===== src/rtl/brisc_pkg.sv =====
// Shared brisc types: decode control bundle, operand/ALU selectors and issue-stage FSM states.
package brisc_pkg;

   // RV32 major opcodes handled by the brisc subset; END reuses the SYSTEM opcode
   localparam logic [6:0] OPC_LOAD   = 7'b0000011;
   localparam logic [6:0] OPC_STORE  = 7'b0100011;
   localparam logic [6:0] OPC_OP     = 7'b0110011;
   localparam logic [6:0] OPC_OP_IMM = 7'b0010011;
   localparam logic [6:0] OPC_AUIPC  = 7'b0010111;
   localparam logic [6:0] OPC_BRANCH = 7'b1100011;
   localparam logic [6:0] OPC_JAL    = 7'b1101111;
   localparam logic [6:0] OPC_END    = 7'b1110011;

   localparam logic [6:0] F7_BASE   = 7'b0000000;
   localparam logic [6:0] F7_ALT    = 7'b0100000;
   localparam logic [6:0] F7_MULDIV = 7'b0000001;

   typedef enum logic [2:0] {IMM_I, IMM_S, IMM_B, IMM_U, IMM_J} imm_src_e;
   typedef enum logic [1:0] {RES_ALU, RES_MEM, RES_PC4} result_src_e;
   typedef enum logic {SRC1_RS1, SRC1_PC} alu_src1_e;
   typedef enum logic {SRC2_RS2, SRC2_IMM} alu_src2_e;
   typedef enum logic [2:0] {ALU_ADD, ALU_SUB, ALU_MUL, ALU_OR, ALU_AND} alu_ctrl_e;
   typedef enum logic {SIZE_WORD, SIZE_BYTE} data_size_e;
   typedef enum logic {NO_XCPT, UNDEF_INSTR} xcpt_e;

   typedef enum logic [1:0] {RUN, MUL_BUSY, HALT} dec_state_e;

   typedef struct packed {
      logic        reg_write;
      imm_src_e    imm_src;
      result_src_e result_src;
      alu_src1_e   alu_src1;
      alu_src2_e   alu_src2;
      alu_ctrl_e   alu_ctrl;
      data_size_e  data_size;
      logic        mem_write;
      logic        is_branch;
      logic        is_jump;
   } dec_ctrl_t;

endpackage


===== src/rtl/decode_issue_scoreboard.sv =====
// Pending-write scoreboard: one bit per architectural register, set on issue, cleared by writeback.
module scoreboard
   import brisc_pkg::*;
#(
   parameter int unsigned NUM_REGS     = 32,
   parameter int unsigned NUM_WB_PORTS = 2,
   localparam int unsigned RW          = $clog2(NUM_REGS)
) (
   input  logic                             clk,
   input  logic                             reset,
   input  logic                             set_en,
   input  logic [RW-1:0]                    set_idx,
   input  logic [NUM_WB_PORTS-1:0]          wb_valid,
   input  logic [NUM_WB_PORTS-1:0][RW-1:0]  wb_rd,
   input  logic                             clear_all,
   output logic [NUM_REGS-1:0]              pending
);

   logic [NUM_REGS-1:0] pending_d, pending_q;

   // Clears first so a same-cycle issue to the same register wins; x0 never pends
   always_comb begin
      pending_d = pending_q;
      if (clear_all) begin
         pending_d = '0;
      end else begin
         for (int unsigned i = 0; i < NUM_WB_PORTS; i++) begin
            if (wb_valid[i]) pending_d[wb_rd[i]] = 1'b0;
         end
         if (set_en) pending_d[set_idx] = 1'b1;
      end
      pending_d[0] = 1'b0;
   end

   // Pending vector register
   always_ff @(posedge clk or posedge reset) begin
      if (reset) pending_q <= '0;
      else       pending_q <= pending_d;
   end

   assign pending = pending_q;

endmodule


===== src/rtl/decode_issue.sv =====
// brisc decode-and-issue stage: decodes, checks RAW/WAW against the scoreboard, serialises MUL,
// and halts after END or an undefined instruction until flushed.
module decode_issue
   import brisc_pkg::*;
#(
   parameter int unsigned XLEN         = 32,
   parameter int unsigned NUM_REGS     = 32,
   parameter int unsigned NUM_WB_PORTS = 2,
   parameter int unsigned MUL_LATENCY  = 4,
   localparam int unsigned RW          = $clog2(NUM_REGS)
) (
   input  logic                             clk,
   input  logic                             reset,
   input  logic                             in_valid,
   output logic                             in_ready,
   input  logic [31:0]                      in_instr,
   input  logic [XLEN-1:0]                  in_pc,
   output logic                             out_valid,
   input  logic                             out_ready,
   output dec_ctrl_t                        out_ctrl,
   output logic [XLEN-1:0]                  out_pc,
   output logic [RW-1:0]                    out_rs1,
   output logic [RW-1:0]                    out_rs2,
   output logic [RW-1:0]                    out_rd,
   output xcpt_e                            out_xcpt,
   input  logic [NUM_WB_PORTS-1:0]          wb_valid,
   input  logic [NUM_WB_PORTS-1:0][RW-1:0]  wb_rd,
   input  logic                             flush,
   output logic                             halted
);

   localparam int unsigned CW = (MUL_LATENCY > 1) ? $clog2(MUL_LATENCY) : 1;

   logic [6:0]    opcode, funct7;
   logic [2:0]    funct3;
   logic [RW-1:0] rs1, rs2, rd;
   dec_ctrl_t     ctrl;
   logic          undef, rs1_used, rs2_used, is_mul, is_end;
   logic          hazard, issue;
   logic [NUM_REGS-1:0] pending;

   dec_state_e    state_d, state_q;
   logic [CW-1:0] cnt_d, cnt_q;

   logic          out_valid_d, out_valid_q;
   dec_ctrl_t     out_ctrl_q;
   logic [XLEN-1:0] out_pc_q;
   logic [RW-1:0] out_rs1_q, out_rs2_q, out_rd_q;
   xcpt_e         out_xcpt_q;

   assign opcode = in_instr[6:0];
   assign funct3 = in_instr[14:12];
   assign funct7 = in_instr[31:25];
   assign rd     = in_instr[7 +: RW];
   assign rs1    = in_instr[15 +: RW];
   assign rs2    = in_instr[20 +: RW];

   // Decode table; operand-use flags follow the opcode, undefined encodings carry a null ctrl
   always_comb begin
      ctrl     = '0;
      undef    = 1'b0;
      rs1_used = 1'b0;
      rs2_used = 1'b0;
      is_mul   = 1'b0;
      is_end   = 1'b0;
      case (opcode)
         OPC_LOAD: begin
            rs1_used            = 1'b1;
            ctrl.reg_write      = 1'b1;
            ctrl.result_src     = RES_MEM;
            ctrl.alu_src2       = SRC2_IMM;
            case (funct3)
               3'b000:  ctrl.data_size = SIZE_BYTE;
               3'b010:  ctrl.data_size = SIZE_WORD;
               default: undef = 1'b1;
            endcase
         end
         OPC_STORE: begin
            rs1_used       = 1'b1;
            rs2_used       = 1'b1;
            ctrl.imm_src   = IMM_S;
            ctrl.alu_src2  = SRC2_IMM;
            ctrl.mem_write = 1'b1;
            case (funct3)
               3'b000:  ctrl.data_size = SIZE_BYTE;
               3'b010:  ctrl.data_size = SIZE_WORD;
               default: undef = 1'b1;
            endcase
         end
         OPC_OP: begin
            rs1_used       = 1'b1;
            rs2_used       = 1'b1;
            ctrl.reg_write = 1'b1;
            case ({funct7, funct3})
               {F7_BASE, 3'b000}:   ctrl.alu_ctrl = ALU_ADD;
               {F7_ALT, 3'b000}:    ctrl.alu_ctrl = ALU_SUB;
               {F7_MULDIV, 3'b000}: begin
                  ctrl.alu_ctrl = ALU_MUL;
                  is_mul        = 1'b1;
               end
               {F7_BASE, 3'b110}:   ctrl.alu_ctrl = ALU_OR;
               {F7_BASE, 3'b111}:   ctrl.alu_ctrl = ALU_AND;
               default:             undef = 1'b1;
            endcase
         end
         OPC_OP_IMM: begin
            rs1_used       = 1'b1;
            ctrl.reg_write = 1'b1;
            ctrl.alu_src2  = SRC2_IMM;
            case (funct3)
               3'b000:  ctrl.alu_ctrl = ALU_ADD;
               3'b110:  ctrl.alu_ctrl = ALU_OR;
               3'b111:  ctrl.alu_ctrl = ALU_AND;
               default: undef = 1'b1;
            endcase
         end
         OPC_AUIPC: begin
            ctrl.reg_write = 1'b1;
            ctrl.imm_src   = IMM_U;
            ctrl.alu_src1  = SRC1_PC;
            ctrl.alu_src2  = SRC2_IMM;
         end
         OPC_BRANCH: begin
            rs1_used       = 1'b1;
            rs2_used       = 1'b1;
            ctrl.imm_src   = IMM_B;
            ctrl.alu_ctrl  = ALU_SUB;
            ctrl.is_branch = 1'b1;
            if (funct3 != 3'b000) undef = 1'b1;
         end
         OPC_JAL: begin
            ctrl.reg_write  = 1'b1;
            ctrl.imm_src    = IMM_J;
            ctrl.result_src = RES_PC4;
            ctrl.alu_src1   = SRC1_PC;
            ctrl.alu_src2   = SRC2_IMM;
            ctrl.is_jump    = 1'b1;
         end
         OPC_END: is_end = 1'b1;
         default: undef = 1'b1;
      endcase
      if (undef) ctrl = '0;
   end

   assign hazard = (rs1_used & pending[rs1]) | (rs2_used & pending[rs2]) |
                   (ctrl.reg_write & pending[rd]);
   assign in_ready = (state_q == RUN) & ~hazard & (~out_valid_q | out_ready) & ~flush;
   assign issue    = in_valid & in_ready;

   scoreboard #(
      .NUM_REGS     (NUM_REGS),
      .NUM_WB_PORTS (NUM_WB_PORTS)
   ) u_sb (
      .clk       (clk),
      .reset     (reset),
      .set_en    (issue & ctrl.reg_write & (rd != '0)),
      .set_idx   (rd),
      .wb_valid  (wb_valid),
      .wb_rd     (wb_rd),
      .clear_all (flush),
      .pending   (pending)
   );

   // Issue FSM next state: MUL busy countdown, sticky HALT, flush restarts in RUN
   always_comb begin
      state_d = state_q;
      cnt_d   = cnt_q;
      if (flush) begin
         state_d = RUN;
         cnt_d   = '0;
      end else begin
         case (state_q)
            RUN: begin
               if (issue) begin
                  if (is_end | undef) begin
                     state_d = HALT;
                  end else if (is_mul) begin
                     state_d = MUL_BUSY;
                     cnt_d   = CW'(MUL_LATENCY - 1);
                  end
               end
            end
            MUL_BUSY: begin
               if (cnt_q == '0) state_d = RUN;
               else             cnt_d   = cnt_q - CW'(1);
            end
            HALT:    state_d = HALT;
            default: state_d = RUN;
         endcase
      end
   end

   // FSM state and MUL counter registers
   always_ff @(posedge clk or posedge reset) begin
      if (reset) begin
         state_q <= RUN;
         cnt_q   <= '0;
      end else begin
         state_q <= state_d;
         cnt_q   <= cnt_d;
      end
   end

   assign out_valid_d = flush ? 1'b0 : (issue ? 1'b1 : (out_ready ? 1'b0 : out_valid_q));

   // Output bundle register; payload only loads on issue so it holds under backpressure
   always_ff @(posedge clk or posedge reset) begin
      if (reset) begin
         out_valid_q <= 1'b0;
         out_ctrl_q  <= '0;
         out_pc_q    <= '0;
         out_rs1_q   <= '0;
         out_rs2_q   <= '0;
         out_rd_q    <= '0;
         out_xcpt_q  <= NO_XCPT;
      end else begin
         out_valid_q <= out_valid_d;
         if (issue) begin
            out_ctrl_q <= ctrl;
            out_pc_q   <= in_pc;
            out_rs1_q  <= rs1;
            out_rs2_q  <= rs2;
            out_rd_q   <= rd;
            out_xcpt_q <= undef ? UNDEF_INSTR : NO_XCPT;
         end
      end
   end

   assign out_valid = out_valid_q;
   assign out_ctrl  = out_ctrl_q;
   assign out_pc    = out_pc_q;
   assign out_rs1   = out_rs1_q;
   assign out_rs2   = out_rs2_q;
   assign out_rd    = out_rd_q;
   assign out_xcpt  = out_xcpt_q;
   assign halted    = (state_q == HALT);

endmodule


===== config.mk =====
export PLATFORM = sky130hd
export DESIGN_NAME = decode_issue
export DESIGN_NICKNAME = d
export VERILOG_FILES = /design/src/rtl/brisc_pkg.sv /design/src/rtl/decode_issue_scoreboard.sv /design/src/rtl/decode_issue.sv
export SDC_FILE = /design/constraint.sdc
export NUM_CORES = 1
export LEC_CHECK = 0
export BUFFER_PORTS_ARGS = -buffer_cell sky130_fd_sc_hd__clkbuf_2
export CAP_MARGIN = 20
export CORE_ASPECT_RATIO = 1.2
export CORE_MARGIN = 2
export CORE_UTILIZATION = 45
export DETAILED_ROUTE_END_ITERATION = 8
export PLACE_DENSITY = 0.7
export SLEW_MARGIN = 20
export SYNTH_ARGS = -nofsm -noshare
export SYNTH_HDL_FRONTEND = slang
export SYNTH_HIERARCHICAL = 1
export SYNTH_SLANG_ARGS = --single-unit
export TNS_END_PERCENT = 10

===== constraint.sdc =====
create_clock -name clk -period 3.3 [get_ports clk]
set_input_delay 0.33 -clock clk [delete_from_list [all_inputs] [get_ports clk]]
set_output_delay 0.33 -clock clk [all_outputs]
set_load 0.1 [all_outputs]

==> impl_metrics.py, run 1 <==
metrics = {
    "yosys": {
        "ys_ff_latch": 99,
        "ys_async_sr_fraction_pct": 100,
        "synthFlopType": "dfrtp_1",
        "synth_nets": 603,
        "synth_common_cells": "99 x dfrtp_1, 52 x mux2_2, 39 x inv_1",
        "synth_most_common_cell": "dfrtp_1",
        "yosys.area.top_type": "dfrtp_1",
        "yosysWarnings": 6,
        "synth_top_area_share_pct": 43.8,
        "netlist_area_sq_um": 5660,
        "synth_edf_count": 0,
        "syn_area_per_cell_sq_um": 10.9,
        "ys_types": 58,
        "ys_seq_area_share_pct": 43.8,
        "netlist_instances": 521,
        "synth.area.top_cells": "dfrtp_1 44%, mux2_2 10%, mux4_2 8.4%, o32ai_1 4.8%, o22ai_1 3.5%",
    },
    "global_route": {
        "antenna_found_initial": 0,
        "track_usage_pct": 23.5,
        "grt_util_met1_pct": 28.2,
        "busiest_layer": "met2",
        "grt_overflow": 0,
        "grt_pass1_wl_um": 25000,
        "use_met3_pct": 4.32,
        "grt_util_met2_pct": 40.7,
        "grt_pass1_vias": 4990,
        "grt_max_degree": 57,
    },
    "run": {
        "max-cap-violations": 0,
    },
    "sta": {
        "setup_viol": 0,
        "slew_viol_final": 0,
        "setup_ws_ns": 0.359,
        "fin_crit_ns": 2.94,
        "worstMarginPinSlew_ns": 0.725,
        "slew_headroom_pct": 51.3,
        "rsz0062_at_grt": "false",
        "hold_viol": 0,
        "fin_crit_sh_pct": 89.1,
        "fmax_mhz": 340,
        "finalClockSkew_ns": 0.0143,
    },
    "floorplan": {
        "ios": 147,
        "rows": 44,
        "core_area_sq_um": 12200,
        "die_x_um": 106,
        "start_util_pct": 46.5,
        "fp.dieH_um": 127,
        "die_area_sq_um": 13500,
    },
    "route": {
        "drt_pass1_iterations": 5,
        "vias_per_cell": 5.97,
        "drt_iter0_drc": 384,
        "ant_nets": 0,
        "route.detailed.drc": 0,
        "route.vias.total": 4874,
        "finalWirelength_um": 15600,
        "wl_per_cell_um": 19.1,
    },
    "placement": {
        "port_buffers": 146,
        "hpwl_um": 11900,
        "place_congestion": 0.927,
        "dpl_worst_slack_ns": 0.173,
    },
    "pwr": {
        "p_leak_nw": 2.94,
        "ir_drop_v": 0.000422,
        "power_mw": 4.03,
        "p_per_area_nw_per_um2": 581,
    },
    "final_layout": {
        "nets": 733,
        "syn_to_final_growth_pct": 22.4,
        "drive_gt1_share_pct": 40.2,
        "diodes": 0,
    },
    "worst_setup_path": {
        "worstPathRequired_ns": 3.54,
        "crit_fanout": 4,
        "end_kind": "flip-flop",
        "crit_arrival_ns": 3.18,
        "max_stage_delay_ns": 0.50,
        "crit_chain": "mux4_2 -> mux2_2 -> nand3b_1 -> nand4_1 -> a2111oi_4 -> nand2_2 -> a2111oi_4 -> buf_4 -> nand4_1 -> o32ai_1",
        "worstSetupStartpointType": "flip-flop",
        "path_class": "reg2reg",
        "slowest_stage": "mux4_2",
    },
    "cts": {
        "path_clk_slew_ns": 0.08,
        "post-cts-setup-buffers": 0,
        "clk_latency_ns": 0.35,
        "h-tree-depth": 3,
        "cts_made_buffers": 9,
        "cts.sinks": 99,
        "root_buffer": "clkbuf_16",
        "postCtsResizedCells": 0,
        "cts_tree": "done",
        "cts_hold_buf": 0,
        "cts_buffer_depth": 2,
    },
    "hold_path": {
        "min_path_type": "in2async",
    },
    "run_status": {
        "status": "finished, final reports clean",
    },
}
## sequential cells by signal, indices dropped and copies added, names as in the netlist
| name | cells |
|---|---|
| out_valid | 1 |
| out_rd | 5 |
| state_q | 2 |
| out_ctrl | 15 |
| cnt_q | 2 |
| out_xcpt | 1 |
| out_rs1 | 5 |
| out_pc | 32 |
| out_rs2 | 5 |
| u_sb/pending | 31 |
## cell families after synthesis
kind of cell | Yosys count | synth area share (%)
and+or+nand+nor | 139 | 14.0
AOI/OAI and AO/OA | 119 | 15.8
DFF | 99 | 43.8
muxes | 83 | 20.5
buffers and inverters | 79 | 5.62
adders and majority gates | 1 | 0.221
other | 1 | 0.0663
## layout make-up
cell class                 count  area (sq um)
multi-input combinational    343          2930
clock buffer                   9           225
inverter                      39           146
clock inverter                 7          93.8
sequential                    99          2480
fill                        1023          5240
timing repair buffer         159           856
tap                          161           201
## layer usage
metal | vias to the layer above | routed length [um]
met2 | 229 | 7930
met4 | 0 | 408
met5 | - | 0
met3 | 42 | 1070
met1 | 2344 | 6160
li1 | 2259 | -
## final timing paths
path / from / to / slack (ns) / cells after the start
worst max-delay path: u_sb/pending[21] / u_sb/pending[30] / 0.36 / 10
worst min-delay path: reset / out_pc[7] / 0.06 / 2
worst max register to register: u_sb/pending[21] / u_sb/pending[30] / 0.36 / 10
worst min register to register: out_ctrl[0] / out_ctrl[0] / 0.48 / 2
max in group asynchronous: reset / out_ctrl[12] / 2.45 / 3
min in group clk: in_pc[9] / out_pc[9] / 0.21 / 2
## worst max-delay path: cells and delay by family (launching register included)
| kind | cells | cell delay, ns |
|---|---|---|
| flip-flops | 1 | 0.44 |
| buffers and inverters | 1 | 0.20 |
| AO/OA/AOI/OAI | 3 | 0.82 |
| multiplexers | 2 | 0.77 |
| AND/OR/NAND/NOR | 4 | 0.57 |
## per-stage QoR
stage          TNS (ns)  instances  hold slack (ns)  utilization, %  area, sq um
3_3_place_gp          0        801            0.439            54.3         6610
4_1_cts               0        817           0.0628            57.0         6930
2_1_floorplan    -27.92        521            0.393               -         5770
6_report              0        817           0.0592            57.0         6930
3_5_place_dp          0        801            0.445            54.3         6610
5_1_grt               0        817            0.106            57.0         6930
## cells in the final DEF (no fill, tap or decap), types with 7 or more instances in the layout
master	count
dfrtp_1	99
mux4_2	21
nand2_1	32
mux2i_1	10
o32ai_1	29
inv_1	37
nor2_1	17
clkbuf_16	9
nand3_1	12
o21ai_0	12
nor3_1	7
buf_4	12
nand2b_1	8
o22ai_1	32
clkbuf_2	145
mux2_2	51
nor2b_1	9
nand4_1	10
nand4b_1	7
## report_power, final
| part | internal, mW | total, mW | switching [mW] |
|---|---|---|---|
| clock | 0.548 | 1.07 | 0.526 |
| sequential | 1.34 | 1.41 | 0.0661 |
| combinational | 0.287 | 1.55 | 1.26 |
No activity file was read; power rests on OpenSTA's default activity.
==> run 2: changes to the inputs <==
Settings changed: ABC_AREA from default to 1, PLACE_DENSITY 0.7 to 0.75.
==> impl_metrics.py, run 2 <==
metrics = {
    "run_status": {
        "status": "finished, final reports clean",
    },
    "cts": {
        "cts_buffer_depth": 2,
        "cts_hold_buf": 0,
        "cts.sinks": 99,
        "clk_latency_ns": 0.34,
        "root_buffer": "clkbuf_16",
        "postCtsResizedCells": 0,
        "post-cts-setup-buffers": 0,
        "path_clk_slew_ns": 0.07,
        "cts_made_buffers": 9,
        "h-tree-depth": 3,
        "cts_tree": "done",
    },
    "sta": {
        "fin_crit_ns": 2.57,
        "worstMarginPinSlew_ns": 0.878,
        "slew_viol_final": 0,
        "slew_headroom_pct": 41.0,
        "finalClockSkew_ns": 0.00780,
        "hold_viol": 0,
        "fmax_mhz": 389,
        "fin_crit_sh_pct": 77.8,
        "final.setup.tns_ns": 0,
        "setup_ws_ns": 0.732,
        "setup_viol": 0,
        "rsz0062_at_grt": "false",
        "hold_ws_ns": 0.0654,
    },
    "placement": {
        "port_buffers": 146,
        "place_congestion": 0.937,
        "dpl_worst_slack_ns": 0.447,
        "hpwl_um": 12900,
        "place_area_sq_um": 6680,
        "placedCellCount": 1169,
    },
    "yosys": {
        "netlist_area_sq_um": 5910,
        "synth_most_common_cell": "nand2_1",
        "netlist_instances": 880,
        "synth_edf_count": 0,
        "ys_async_sr_fraction_pct": 100,
        "synth.area.top_cells": "dfrtp_1 42%, nand2_1 26%, nand3_1 9.3%, nor2_1 3.9%, inv_1 3.2%",
        "synth_common_cells": "413 x nand2_1, 110 x nand3_1, 99 x dfrtp_1",
        "synth_nets": 962,
        "ys_ff_latch": 99,
        "ys_seq_area_share_pct": 41.9,
        "synth_top_area_share_pct": 41.9,
        "ys_types": 37,
        "syn_area_per_cell_sq_um": 6.71,
        "synthFlopType": "dfrtp_1",
        "yosys.area.top_type": "dfrtp_1",
        "yosysWarnings": 6,
    },
    "pwr": {
        "power_mw": 4.04,
        "p_leak_nw": 3.60,
        "ir_drop_v": 0.000442,
        "p_per_area_nw_per_um2": 580,
    },
    "final_layout": {
        "largest_reg_flops": 32,
        "finalNonFillerCells": 1185,
        "fill_cells": 1251,
        "design_area_sq_um": 6970,
        "nets": 1098,
        "drive_gt1_share_pct": 18.9,
        "diodes": 0,
        "fin_util_pct": 54.8,
        "syn_to_final_growth_pct": 18.0,
        "final_common_cell": "nand2_1",
        "layout_common_cells": "413 x nand2_1, 146 x clkbuf_2, 110 x nand3_1",
    },
    "route": {
        "route.detailed.drc": 0,
        "wl_per_cell_um": 14.8,
        "drt_iter0_drc": 519,
        "ant_nets": 0,
        "vias_per_cell": 5.25,
        "drt_pass1_iterations": 5,
        "route.vias.total": 6220,
        "finalWirelength_um": 17600,
    },
    "global_route": {
        "grt_pass1_vias": 5618,
        "grt_pass1_wl_um": 27800,
        "antenna_found_initial": 0,
        "grt_max_degree": 86,
        "track_usage_pct": 25.4,
        "grt_overflow": 0,
    },
    "worst_setup_path": {
        "path_class": "in2reg",
        "end_kind": "flip-flop",
        "worstPathRequired_ns": 3.56,
        "r2r_setup_slack_ns": 0.79,
        "crit_fanout": 21,
        "crit_arrival_ns": 2.83,
        "worstSetupStartpointType": "primary input",
    },
    "run": {
        "max-cap-violations": 0,
    },
    "floorplan": {
        "ios": 147,
        "die_x_um": 109,
        "fp.dieH_um": 130,
        "die_area_sq_um": 14100,
        "start_util_pct": 46.4,
        "rows": 45,
        "core_area_sq_um": 12700,
    },
    "hold_path": {
        "min_path_type": "in2async",
    },
}
==> run 2: cell count changes in the layout (fill, tap and decap cells not counted), sizes merged, moves of 8 or more <==
cell | previous run | this run
a21oi | 7 | 33
nor2 | 17 | 68
o22ai | 32 | 0
mux2 | 52 | 0
nand2b | 8 | 0
mux4 | 21 | 0
o21ai | 12 | 29
nor3 | 7 | 15
nand2 | 36 | 414
mux2i | 10 | 0
nand3 | 13 | 111
o32ai | 31 | 1
inv | 42 | 64
nor2b | 10 | 0
==> run 2: layout make-up <==
type,instances,area (sq um),area share (%)
clock buffers,10,229,3.28
clock inverters,6,57.6,0.826
inverters,61,239,3.43
multi-input cells,691,2970,42.6
flip-flops and latches,99,2480,35.5
well taps,164,205,2.94
repair buffers,154,791,11.3
==> run 2: final timing paths <==
| check | from | end | cells past startpoint |
|---|---|---|---|
| min | reset | u_sb/pending[7] | 3 |
| min reg2reg | cnt_q[1] | cnt_q[1] | 2 |
| max in group asynchronous | reset | cnt_q[1] | 3 |
| max reg2reg | u_sb/pending[5] | u_sb/pending[28] | 17 |
| min in group clk | in_pc[2] | out_pc[2] | 3 |
| max | in_instr[7] | u_sb/pending[28] | 21 |
==> run 2: cell families after synthesis <==
family	share of synthesized area, %
flip-flops	41.9
other	0.0635
adder cells (fa/ha/maj)	0.212
AO/OA/AOI/OAI	6.35
buffers and inverters	7.86
AND/OR/NAND/NOR	43.6
==> run 2: worst max-delay path: stages <==
cell and delay, ns:
clkbuf_2 0.37, inv_4 0.18, nand2_1 0.10, nand3_1 0.07
nand2_1 0.07, nand2_1 0.04, nand2_1 0.06, inv_1 0.03
nand2_1 0.05, nand2_1 0.06, nand2_1 0.09, nor2_2 0.07
nor2_4 0.09, nand3_4 0.08, inv_4 0.05, nand3_1 0.10
nor2_1 0.20, inv_1 0.09, nor3_2 0.40, nand2_1 0.10
a21oi_1 0.17
==> run 2: where the power goes <==
| group | total, mW | switching [mW] | internal [mW] |
|---|---|---|---|
| logic | 1.60 | 1.37 | 0.233 |
| clock network | 1.02 | 0.487 | 0.530 |
| registers | 1.43 | 0.0745 | 1.35 |
==> run 2: per-layer routing <==
metal | routed length (um) | vias up | track usage, %
li1 | - | 3065 | -
met1 | 7360 | 2824 | 33.1
met2 | 8230 | 286 | 41.9
met3 | 1480 | 45 | 3.32
met4 | 504 | 0 | 11.9
met5 | 0 | - | 0
